**config.mk**
```make
export PLATFORM = sky130hd
export DESIGN_NAME = multi_channel_pwm
export DESIGN_NICKNAME = d
export VERILOG_FILES = /design/src/rtl/pwm_pkg.sv /design/src/rtl/pwm_channel_compare.sv /design/src/rtl/multi_channel_pwm.sv
export SDC_FILE = /design/constraint.sdc
export NUM_CORES = 1
export LEC_CHECK = 0
export BUFFER_PORTS_ARGS = -buffer_cell sky130_fd_sc_hd__buf_2
export CAP_MARGIN = 20
export CORE_MARGIN = 5
export CORE_UTILIZATION = 43
export CTS_CLUSTER_SIZE = 14
export DETAILED_ROUTE_END_ITERATION = 8
export GPL_TIMING_DRIVEN = 0
export PLACE_DENSITY = 0.65
export SETUP_SLACK_MARGIN = 0.15
export SLEW_MARGIN = 15
export SYNTH_ARGS = -nofsm -noshare
export SYNTH_HDL_FRONTEND = slang
export SYNTH_SLANG_ARGS = --single-unit
```
**constraint.sdc**
```tcl
create_clock -name Clk_In -period 3.5 [get_ports Clk_In]
set_clock_uncertainty 0.05 [all_clocks]
set_input_delay 0 -clock Clk_In [delete_from_list [all_inputs] [get_ports Clk_In]]
set_output_delay 0 -clock Clk_In [all_outputs]
set_load 0.01 [all_outputs]
```
**src/rtl/pwm_pkg.sv**
```systemverilog
// pwm_pkg: shared types and default sizing for the multi-channel PWM block.
//   pwm_mode_e   - counter shape (edge-aligned saw / center-aligned triangle)
//   PWM_NUM_CH   - default channel count
//   PWM_CNT_W    - default width of period/duty/counter values (ticks)
//   PWM_PRE_W    - default width of the clock prescaler value
package pwm_pkg;

  localparam int PWM_NUM_CH = 4;
  localparam int PWM_CNT_W  = 16;
  localparam int PWM_PRE_W  = 8;

  typedef enum logic {
    PWM_EDGE   = 1'b0,
    PWM_CENTER = 1'b1
  } pwm_mode_e;

endpackage

```
**src/rtl/pwm_channel_compare.sv**
```systemverilog
// pwm_channel_compare: one PWM lane. Compares the shared period counter
// against this lane's duty, applies the lane inversion and registers the
// result, so the output trails the counter value by one clock.
//   clk, rst_n  - clock, asynchronous active-low reset
//   run         - counter is live (enabled, period started, period != 0);
//                 when low the lane sits at its inactive (invert) level
//   cnt         - shared period counter
//   duty        - lane duty D (active while cnt < D)
//   invert      - lane output inversion
//   pwm_out     - registered lane output
module pwm_channel_compare
  import pwm_pkg::*;
#(
  parameter int CNT_W = PWM_CNT_W
) (
  input  logic             clk,
  input  logic             rst_n,
  input  logic             run,
  input  logic [CNT_W-1:0] cnt,
  input  logic [CNT_W-1:0] duty,
  input  logic             invert,
  output logic             pwm_out
);

  logic pwm_d, pwm_q;

  // D = 0 never matches; D >= P always matches since cnt stays below P.
  always_comb begin
    pwm_d = (run && (cnt < duty)) ^ invert;
  end

  always_ff @(posedge clk or negedge rst_n) begin
    if (!rst_n) pwm_q <= 1'b0;
    else        pwm_q <= pwm_d;
  end

  assign pwm_out = pwm_q;

endmodule

```
**src/rtl/multi_channel_pwm.sv**
```systemverilog
// multi_channel_pwm: NUM_CH PWM outputs sharing one prescaled period counter.
// Configuration is double buffered: a load strobe captures the Cfg inputs
// into staging; staging moves into the shadow (live) set at a period
// boundary while running, or on the next clock while disabled.
//   Clk_In, Reset_In       - clock, asynchronous active-low reset
//   PWM_Enable_In          - run the counter when high
//   Cfg_Load_In            - one-cycle strobe capturing all Cfg_* inputs
//   Cfg_Mode_In            - 0 edge-aligned, 1 center-aligned
//   Cfg_Prescale_In        - one tick every Cfg_Prescale_In+1 clocks
//   Cfg_Period_In          - period P in ticks
//   Cfg_Duty_In            - per-channel duty, channel i at [i*CNT_W +: CNT_W]
//   Cfg_Invert_In          - per-channel output inversion
//   Cfg_Busy_Out           - staged config still waiting for the shadow set
//   Period_Start_Out       - one-cycle pulse on the output cycle of counter 0
//   PWM_Signal_Out         - registered PWM outputs
module multi_channel_pwm
  import pwm_pkg::*;
#(
  parameter int NUM_CH = PWM_NUM_CH,
  parameter int CNT_W  = PWM_CNT_W,
  parameter int PRE_W  = PWM_PRE_W
) (
  input  logic                    Clk_In,
  input  logic                    Reset_In,
  input  logic                    PWM_Enable_In,
  input  logic                    Cfg_Load_In,
  input  logic                    Cfg_Mode_In,
  input  logic [PRE_W-1:0]        Cfg_Prescale_In,
  input  logic [CNT_W-1:0]        Cfg_Period_In,
  input  logic [NUM_CH*CNT_W-1:0] Cfg_Duty_In,
  input  logic [NUM_CH-1:0]       Cfg_Invert_In,
  output logic                    Cfg_Busy_Out,
  output logic                    Period_Start_Out,
  output logic [NUM_CH-1:0]       PWM_Signal_Out
);

  // staging set
  pwm_mode_e                    stg_mode_d, stg_mode_q;
  logic [PRE_W-1:0]             stg_pre_d, stg_pre_q;
  logic [CNT_W-1:0]             stg_per_d, stg_per_q;
  logic [NUM_CH-1:0][CNT_W-1:0] stg_duty_d, stg_duty_q;
  logic [NUM_CH-1:0]            stg_inv_d, stg_inv_q;
  logic                         pending_d, pending_q;

  // shadow (live) set
  pwm_mode_e                    sh_mode_d, sh_mode_q;
  logic [PRE_W-1:0]             sh_pre_d, sh_pre_q;
  logic [CNT_W-1:0]             sh_per_d, sh_per_q;
  logic [NUM_CH-1:0][CNT_W-1:0] sh_duty_d, sh_duty_q;
  logic [NUM_CH-1:0]            sh_inv_d, sh_inv_q;

  // timebase
  logic [PRE_W-1:0] pre_cnt_d, pre_cnt_q;
  logic [CNT_W-1:0] cnt_d, cnt_q;
  logic             dir_d, dir_q;     // center mode: 0 counting up, 1 down
  logic             run_d, run_q;     // a period has started since enable
  logic             bnd_d, bnd_q;     // cnt_q just became 0 at a period start
  logic             start_d, start_q;

  logic tick, wrap, xfer, ch_run;

  // Prescaler and period counter. The first tick after enable is itself a
  // period boundary, so the first period begins with the counter at 0.
  always_comb begin
    pre_cnt_d = pre_cnt_q;
    cnt_d     = cnt_q;
    dir_d     = dir_q;
    run_d     = run_q;
    tick      = 1'b0;
    wrap      = 1'b0;
    if (!PWM_Enable_In) begin
      pre_cnt_d = '0;
      cnt_d     = '0;
      dir_d     = 1'b0;
      run_d     = 1'b0;
    end else begin
      if (pre_cnt_q >= sh_pre_q) begin
        tick      = 1'b1;
        pre_cnt_d = '0;
      end else begin
        pre_cnt_d = pre_cnt_q + PRE_W'(1);
      end
      if (tick) begin
        if (!run_q || sh_per_q == '0) begin
          wrap = 1'b1;
        end else if (sh_mode_q == PWM_EDGE) begin
          if (cnt_q >= sh_per_q - CNT_W'(1)) wrap = 1'b1;
          else                               cnt_d = cnt_q + CNT_W'(1);
        end else if (!dir_q) begin
          // top value is held for a second tick by turning without moving
          if (cnt_q >= sh_per_q - CNT_W'(1)) dir_d = 1'b1;
          else                               cnt_d = cnt_q + CNT_W'(1);
        end else begin
          // bottom value is held likewise; the turn at 0 is the boundary
          if (cnt_q == '0) wrap = 1'b1;
          else             cnt_d = cnt_q - CNT_W'(1);
        end
        if (wrap) begin
          cnt_d = '0;
          dir_d = 1'b0;
          run_d = 1'b1;
        end
      end
    end
    bnd_d   = wrap;
    start_d = PWM_Enable_In && bnd_q;
  end

  // Staging/shadow handoff. A load coinciding with a transfer still moves
  // the older staging into shadow and leaves the new values pending.
  always_comb begin
    stg_mode_d = stg_mode_q;
    stg_pre_d  = stg_pre_q;
    stg_per_d  = stg_per_q;
    stg_duty_d = stg_duty_q;
    stg_inv_d  = stg_inv_q;
    sh_mode_d  = sh_mode_q;
    sh_pre_d   = sh_pre_q;
    sh_per_d   = sh_per_q;
    sh_duty_d  = sh_duty_q;
    sh_inv_d   = sh_inv_q;
    xfer       = pending_q && (!PWM_Enable_In || wrap);
    if (Cfg_Load_In) begin
      stg_mode_d = pwm_mode_e'(Cfg_Mode_In);
      stg_pre_d  = Cfg_Prescale_In;
      stg_per_d  = Cfg_Period_In;
      stg_duty_d = Cfg_Duty_In;
      stg_inv_d  = Cfg_Invert_In;
    end
    if (xfer) begin
      sh_mode_d = stg_mode_q;
      sh_pre_d  = stg_pre_q;
      sh_per_d  = stg_per_q;
      sh_duty_d = stg_duty_q;
      sh_inv_d  = stg_inv_q;
    end
    pending_d = Cfg_Load_In || (pending_q && !xfer);
  end

  always_ff @(posedge Clk_In or negedge Reset_In) begin
    if (!Reset_In) begin
      stg_mode_q <= PWM_EDGE;
      stg_pre_q  <= '0;
      stg_per_q  <= '0;
      stg_duty_q <= '0;
      stg_inv_q  <= '0;
      pending_q  <= 1'b0;
      sh_mode_q  <= PWM_EDGE;
      sh_pre_q   <= '0;
      sh_per_q   <= '0;
      sh_duty_q  <= '0;
      sh_inv_q   <= '0;
      pre_cnt_q  <= '0;
      cnt_q      <= '0;
      dir_q      <= 1'b0;
      run_q      <= 1'b0;
      bnd_q      <= 1'b0;
      start_q    <= 1'b0;
    end else begin
      stg_mode_q <= stg_mode_d;
      stg_pre_q  <= stg_pre_d;
      stg_per_q  <= stg_per_d;
      stg_duty_q <= stg_duty_d;
      stg_inv_q  <= stg_inv_d;
      pending_q  <= pending_d;
      sh_mode_q  <= sh_mode_d;
      sh_pre_q   <= sh_pre_d;
      sh_per_q   <= sh_per_d;
      sh_duty_q  <= sh_duty_d;
      sh_inv_q   <= sh_inv_d;
      pre_cnt_q  <= pre_cnt_d;
      cnt_q      <= cnt_d;
      dir_q      <= dir_d;
      run_q      <= run_d;
      bnd_q      <= bnd_d;
      start_q    <= start_d;
    end
  end

  // Enable is used directly so outputs fall to the invert level on the
  // first clock after disable; P = 0 keeps every lane inactive.
  assign ch_run = PWM_Enable_In && run_q && (sh_per_q != '0);

  for (genvar i = 0; i < NUM_CH; i++) begin : g_ch
    pwm_channel_compare #(
      .CNT_W (CNT_W)
    ) u_ch (
      .clk     (Clk_In),
      .rst_n   (Reset_In),
      .run     (ch_run),
      .cnt     (cnt_q),
      .duty    (sh_duty_q[i]),
      .invert  (sh_inv_q[i]),
      .pwm_out (PWM_Signal_Out[i])
    );
  end

  assign Cfg_Busy_Out     = pending_q;
  assign Period_Start_Out = start_q;

endmodule

```
==> results_dict.tcl <==
set metrics [dict create \
    yosysSeqAreaShare_pct 48.3 \
    clk_latency_ns 0.54 \
    cts.sinks 219 \
    hold_violations 0 \
    p_int_mw 5.60 \
    io_pins 103 \
    synth_most_common_cell "dfrtp_1" \
    fp.dieArea_sq_mm 0.0298 \
    synthTopCellsByCount "dfrtp_1 (219), mux2_2 (93), ha_1 (88)" \
    status "finished, violations left" \
    ys_async_sr_fraction_pct 100 \
    gp_congestion 0.885 \
    finalCritPeriodShare_pct 109 \
    holdWs_ns 0.0447 \
    final.setup.worst_slack_ns -0.305 \
    min_path_type "in -> async" \
    netSwitchingFraction_pct 25.9 \
    final_area_sq_mm 0.0153 \
    numCtsBuffers 25 \
    maxCapViolations 0 \
    synthCells 905 \
    leakagePower_nw 7.45 \
    yosysTopAreaCellShare_pct 48.3 \
    vias 8011 \
    clk_pin_slew_ns 0.06 \
    antenna_cells 0 \
    yosys.cell_types.count 59 \
    max_stage_delay_ns 0.47 \
    synth_flop_cell "dfrtp_1" \
    cts_tree "built" \
    setup_viol 111 \
    p_seq_share_pct 42.8 \
    grt_pass1_vias 8491 \
    max_freq_ghz 0.263 \
    grt_pass1_wl_mm 44.9 \
    pwr-share-comb_pct 20.9 \
    wire_per_inst_um 18.3 \
    max_slew_margin_pct 35.0 \
    drtAntennaViolNets 0 \
    overflow 0 \
    synth_edf_count 0 \
    crit_fanout 7 \
    htreeDepth 1 \
    via_per_inst 5.21 \
    grt_start_max_net_pins 88 \
    required_ns 3.85 \
    ys_warn_count 0 \
    rsz0062_at_grt "yes" \
    power.switching_mw 1.96 \
    yosys-top-cells-area "dfrtp_1 (48%), mux2_4 (11%), ha_1 (9.7%)" \
    wl_mm 28.1 \
    clkPwrFrac_pct 36.3 \
    fin_nets 1368 \
    tightest_slew_ns 0.974 \
    track_usage_pct 18.2 \
    detail_route.first_pass.iterations 6 \
    clockRootBuffer "clkbuf_16" \
    areaGrowthSynthToFinish_pct 34.4 \
    die_width_um 173 \
    p_per_area_mw_per_mm2 495 \
    cp-end-kind "register" \
    start_util_pct 43.6 \
    max-clock-path-buffers 3 \
    drv_slew 0 \
    drt_iter0_markers 621 \
    path_cells "nor4_4 > nand2_2 > or4_4 > nor3_4 > xnor2_1 > ha_1 > nand4_1 > nor3_2 > nand4_1 > o2111a_2 > o21ai_4 > nand3_4 > clkbuf_16 > buf_12 > mux2_4" \
    post_dp_cell_area_sq_mm 0.0124 \
    critPathTopFamily "simple AND/OR/NAND/NOR gates" \
    start_kind "register" \
    dp_slack_ns -0.639 \
    critPathBufInv 2 \
    die_h_um 173 \
    avgSynthCellArea_sq_um 12.5 \
    drc_errors 0 \
    drive_gt1_share_pct 34.9 \
    crit_top_cell "nand4_1" \
    crit_type "reg -> reg" \
    syn-cell-area_sq_mm 0.0114 \
    failed_checks "setup timing" \
    place_hpwl_mm 17.3 \
    portBuffers 101 \
    core_sq_mm 0.0261 \
    synth-seq-cells 219 \
    synth_nets 1090 \
    rows 59 \
    yosysTopAreaCell "dfrtp_1" \
    crit_arrival_ns 4.15 \
    min_period_ns 3.81 \
    vdd.ir_drop.worst_v 0.000523 \
    slowest_stage "or4_4" \
    antenna_found_initial 0 \
]
-- layer usage --
layer	routed length (um)	share of wire [%]	vias up	GRT usage, %
met4	869	3.1	0	5.51
met2	13400	48	226	30.2
met5	0	0	-	0
li1	-	-	3810	-
met3	1400	5.0	49	2.88
met1	12400	44	3926	24.7
-- final timing paths --
kind	slack, ns	to	cells after the start	from
max reg2reg	-0.31	sh_duty_q[31]	15	sh_per_q[5]
max	-0.31	sh_duty_q[31]	15	sh_per_q[5]
min in group Clk_In	0.18	stg_per_q[3]	3	Cfg_Period_In[3]
min reg2reg	0.42	g_ch[3].u_ch.pwm_out	1	sh_inv_q[3]
max in group asynchronous	2.22	stg_duty_q[22]	4	Reset_In
min	0.04	stg_pre_q[2]	2	Reset_In
-- cell type report --
cell class                 instances  area (sq um)
inverter                          78           293
sequential                       219          5480
multi-input combinational        575          5650
tap                              335           419
timing repair buffer             251          2210
buffer                            33           329
clock inverter                     7          91.3
clock buffer                      39           788
fill                            2061         10800
-- flip-flops by register name, indices dropped and copies added (netlist names), 8 cells and up --
| signal | cells |
|---|---|
| sh_duty_q | 64 |
| stg_duty_q | 64 |
| cnt_q | 16 |
| sh_per_q | 16 |
| stg_per_q | 16 |
| pre_cnt_q | 8 |
| sh_pre_q | 8 |
| stg_pre_q | 8 |
-- kinds of logic after synthesis --
family                     count (synthesis)  share of synthesized area (%)
AOI/OAI and AO/OA                        129                           7.58
xor gates and xnor gates                  25                           1.93
adders and majority gates                 88                           9.70
buffers and inverters                    111                           4.42
DFF                                      219                           48.3
muxes                                    185                           21.0
and+or+nand+nor                          148                           7.12
-- power groups by stage --
stage	clock network [mW]	logic [mW]	registers [mW]
5_1_grt	2.92	1.75	3.29
4_1_cts	2.82	1.49	3.23
6_report	2.74	1.58	3.24
3_5_place_dp	0	1.29	3.26
2_1_floorplan	0	0.996	3.17
3_3_place_gp	0	1.24	3.25
-- timing repair --
action / in CTS / in global routing
hold buffers: 115 / 0
endpoints found under the setup margin: 113 / 113
gates resized for setup: 58 / 33
endpoints found under the hold margin: 244 / 0
pin swaps: 21 / 14
setup buffers: 18 / 4
gates cloned: 1 / 10
-- stage by stage --
| step | util, % | cells | total power, mW | TNS [ns] |
|---|---|---|---|---|
| floorplan | - | 905 | 4.16 | -4.11 |
| global placement | 47.3 | 1341 | 4.49 | -373.78 |
| detailed placement | 47.6 | 1343 | 4.55 | -58.39 |
| CTS | 56.9 | 1523 | 7.53 | -16.80 |
| global route | 58.6 | 1537 | 7.96 | -53.45 |
| finish | 58.6 | 1537 | 7.56 | -28.38 |
-- placed cells by master (no fill, tap or decap), types with 8 or more instances in the layout --
| master | Yosys | final |
|---|---|---|
| dfrtp_1 | 219 | 218 |
| dlygate4sd3_1 | 0 | 115 |
| buf_2 | 2 | 101 |
| mux2_2 | 93 | 93 |
| mux2_4 | 80 | 92 |
| ha_1 | 88 | 88 |
| inv_1 | 78 | 78 |
| clkbuf_16 | 0 | 35 |
| nor2_1 | 29 | 25 |
| a21oi_1 | 29 | 25 |
| nand2_1 | 22 | 20 |
| a21o_1 | 17 | 17 |
| nand4_1 | 17 | 17 |
| clkbuf_1 | 15 | 15 |
| o21ai_0 | 19 | 15 |
| buf_4 | 4 | 15 |
| nand3_1 | 15 | 14 |
| xor2_1 | 13 | 13 |
| clkbuf_8 | 0 | 13 |
| xnor2_1 | 12 | 11 |
| nand2b_1 | 10 | 10 |
| o21ai_1 | 9 | 10 |
| buf_12 | 0 | 10 |
| buf_6 | 9 | 10 |
| nor2b_1 | 8 | 8 |
Note: power is estimated with default switching activity, not from simulation.
